$ cat src/rtl/adder_core.sv
// Registered modulo-2^WIDTH adder.
// 4-bit carry-lookahead groups, group carries ripple.
module adder_core #(
  parameter int WIDTH = 8
) (
  input  logic             clk_i,
  input  logic             reset_i,
  input  logic [WIDTH-1:0] a,
  input  logic [WIDTH-1:0] b,
  output logic [WIDTH-1:0] res
);

  localparam int NG = WIDTH / 4;

  logic [WIDTH-1:0] w_g;
  logic [WIDTH-1:0] w_p;
  logic [WIDTH-1:0] w_c;
  logic [WIDTH-1:0] w_sum;
  logic [NG-1:0]    w_gc;
  logic [WIDTH-1:0] r_res;

  assign w_g     = a & b;
  assign w_p     = a ^ b;
  assign w_gc[0] = 1'b0;

  for (genvar gi = 0; gi < NG; gi++) begin : g_grp
    logic [3:0] w_gg;
    logic [3:0] w_pp;
    logic       w_ci;

    assign w_gg = w_g[4*gi +: 4];
    assign w_pp = w_p[4*gi +: 4];
    assign w_ci = w_gc[gi];

    assign w_c[4*gi] = w_ci;
    assign w_c[4*gi+1] = w_gg[0]
                       | (w_pp[0] & w_ci);
    assign w_c[4*gi+2] = w_gg[1]
                       | (w_pp[1] & w_gg[0])
                       | (w_pp[1] & w_pp[0] & w_ci);
    assign w_c[4*gi+3] = w_gg[2]
                       | (w_pp[2] & w_gg[1])
                       | (w_pp[2] & w_pp[1] & w_gg[0])
                       | (w_pp[2] & w_pp[1] & w_pp[0]
                          & w_ci);

    // Top group's carry-out is the discarded wrap carry.
    if (gi < NG - 1) begin : g_co
      assign w_gc[gi+1] = w_gg[3]
                        | (w_pp[3] & w_gg[2])
                        | (w_pp[3] & w_pp[2] & w_gg[1])
                        | (w_pp[3] & w_pp[2] & w_pp[1]
                           & w_gg[0])
                        | (w_pp[3] & w_pp[2] & w_pp[1]
                           & w_pp[0] & w_ci);
    end
  end

  assign w_sum = w_p ^ w_c;

  always_ff @(posedge clk_i) begin
    if (!reset_i) r_res <= '0;
    else          r_res <= w_sum;
  end

  assign res = r_res;

endmodule

$ cat config.mk
export PLATFORM = sky130hd
export DESIGN_NAME = adder_core
export DESIGN_NICKNAME = d
export VERILOG_FILES = /design/src/rtl/adder_core.sv
export SDC_FILE = /design/constraint.sdc
export NUM_CORES = 1
export LEC_CHECK = 0
export BUFFER_PORTS_ARGS = -buffer_cell sky130_fd_sc_hd__buf_2
export CORE_AREA = 2 2 39 41
export CTS_CLUSTER_SIZE = 20
export DETAILED_ROUTE_END_ITERATION = 10
export DIE_AREA = 0 0 41 43
export GPL_TIMING_DRIVEN = 0
export PLACE_DENSITY = 0.68
export RECOVER_POWER = 50
export SYNTH_ARGS = -nofsm -noshare
export SYNTH_HDL_FRONTEND = slang
export SYNTH_SLANG_ARGS = --single-unit
export TNS_END_PERCENT = 100
$ cat constraint.sdc
create_clock -name clk_i -period 5.18 [get_ports clk_i]
set_clock_uncertainty 0.2 [all_clocks]
set_input_delay 0.259 -clock clk_i [delete_from_list [all_inputs] [get_ports clk_i]]
set_output_delay 0.259 -clock clk_i [all_outputs]
set_load 0.05 [all_outputs]
==> results.ini <==
[grt]
grt.total_usage = 0.113
grt_pass1_vias = 372
grt_pass1_wl_mm = 1.41
grt_max_degree = 7
overflow = 0
antenna_found_initial = 0

[route]
drc_errors = 0
routed_wl_um = 835
drtIter0Drc = 2
antenna_left = 0
vias = 415
wire_per_inst_um = 8.79
via_per_inst = 4.37
firstDrtPassIters = 2

[clocking]
clk_path_buf_depth = 2
cts.sinks = 8
cts_htree_levels = 1
cts-buffers-inserted = 3
cts_tree = built
cts_setup_buffers = 0
clk_pin_slew_ns = 0.05
cts_resized = 0
hold_buffers = 0
root_buffer = clkbuf_4

[status]
outcome = finished clean

[cells_and_area]
diodes = 0
final_nets = 108
area_delta_synth_final_pct = 31.8
final_area_sq_um = 669
final_cells = 95
largest_reg_flops = 8
num-fill-cells = 143
drive_above_1_share = 0.329

[worst_setup_path]
critPathKind = primary input to flip-flop
critPathLaunchType = primary input
crit_fanout = 3
crit_family = adder cells
cp_slowest_cell = fa_1
crit_chain = buf_2, ha_1, a21oi_2, nand2_1, a21o_1, fa_1, xnor2_1, nor2_1
worst_ep_arrival_time_ns = 1.85
max_stage_delay_ns = 0.38
cp_num_buf_inv = 1
end_kind = flip-flop
cp.required_ns = 5.11

[place]
port_buffers = 25
gp_congestion = 0.668
placed_cell_area_sq_um = 653
dp.cells = 92
hpwlAfterDp_um = 752
post-place-ws_ns = 2.99

[logic_synthesis]
ys_seq_area_frac = 0.315
yosysUniqueCellTypes = 19
synth.net_count = 78
synth-seq-cells = 8
yosys_warnings = 0
syn_inst = 51
synth_area_per_cell_sq_um = 9.96
syn_area_sq_um = 508

[timing]
drv_slew = 0
setup_viol = 0
finalSetupTns_ns = 0
fmaxAchievable_ghz = 0.522
final_hold_viol_count = 0
worst_slew_pin_slew_ns = 0.593
finalCritPeriodShare = 0.370
fin_crit_ns = 1.91
rsz0062_at_grt = false
slew_headroom = 0.606
setup_ws_ns = 3.27
hold_ws_ns = 0.0840

[die]
start_util = 0.367
rows = 14
ioPinCount = 26
core_sq_um = 1380
dieArea_sq_um = 1760
dieHeight_um = 43
die_x_um = 41

[power_and_ir_drop]
p_per_area_nw_per_um2 = 281
seqPwrFrac = 0.376
switching_share = 0.363
peakVddDrop_mv = 0.0882
p_comb_frac = 0.390
p_leak_nw = 0.340
pwr-share-clk = 0.234
intPower_mw = 0.120
power.switching_mw = 0.0684

[hold_path]
holdCritPathClass = primary input to flip-flop

[job]
drv_cap = 0

-- layer usage --
layer / GRT usage / wire [um] / vias up
met5: 0 / 0 / -
met4: 0.0800 / 9 / 0
met3: 0 / 60 / 2
met2: 0.159 / 381 / 15
met1: 0.159 / 383 / 167
li1: - / - / 231
-- Yosys cell counts, drive strengths merged --
library cell,n,area (sq um)
o211ai,1,7.51
ha,7,87.6
o21a,2,15.0
nor3,2,10.0
a311o,1,10.0
xor2,3,26.3
a21o,2,15.0
a21oi,1,8.76
a31oi,1,21.3
nand3,1,10.0
dfxtp,8,160
inv,5,18.8
mux2i,1,10.0
nor2b,1,6.26
nor2,7,26.3
nand2,2,7.51
xnor2,1,8.76
fa,2,40.0
and2,3,18.8
-- stage by stage --
step           utilization  total power [mW]
2_1_floorplan            -             0.128
4_1_cts              0.488             0.192
6_report             0.484             0.188
3_5_place_dp         0.472             0.147
5_1_grt              0.484             0.203
3_3_place_gp         0.472             0.147
-- final cells by class --
class                   instances  area, sq um  area share
flip-flops and latches          8          160       0.239
well taps                      16         20.0      0.0299
multi-input cells              38          329       0.492
inverters                       5         18.8      0.0280
clock buffers                   3         22.5      0.0336
repair buffers                 25          119       0.178
-- cell usage in the layout (no fill, tap or decap), types with 2 or more instances in the layout --
master,n
a21o_1,2
clkbuf_1,5
nor2_1,7
nor3_1,2
fa_1,2
ha_1,7
o21a_1,2
dfxtp_1,8
buf_2,20
and2_1,3
xor2_1,3
clkbuf_4,3
inv_1,5
nand2_1,2
-- kinds of logic after synthesis --
logic type,count (synthesis),share of synthesized area
fa+ha+maj,9,0.251
simple gates,16,0.155
buf+inv,5,0.0369
compound gates,8,0.153
mux,1,0.0197
xor+xnor,4,0.0690
flops,8,0.315
-- final timing paths --
check                 startpoint                end  slack (ns)  cells after the start
worst max-delay path        a[2]  res[5]$_SDFF_PN0_        3.27                      8
worst min-delay path     reset_i  res[3]$_SDFF_PN0_        0.08                      2
-- power by group through the flow --
| stage | registers (mW) | logic [mW] | clock network, mW |
|---|---|---|---|
| final | 0.0707 | 0.0734 | 0.0441 |
| after global routing | 0.0718 | 0.0811 | 0.0498 |
| after CTS | 0.0706 | 0.0758 | 0.0458 |
| after detailed placement | 0.0718 | 0.0756 | 0 |
| after global placement | 0.0718 | 0.0748 | 0 |
| after floorplan | 0.0996 | 0.0288 | 0 |
No activity file was read; power rests on OpenSTA's default activity.
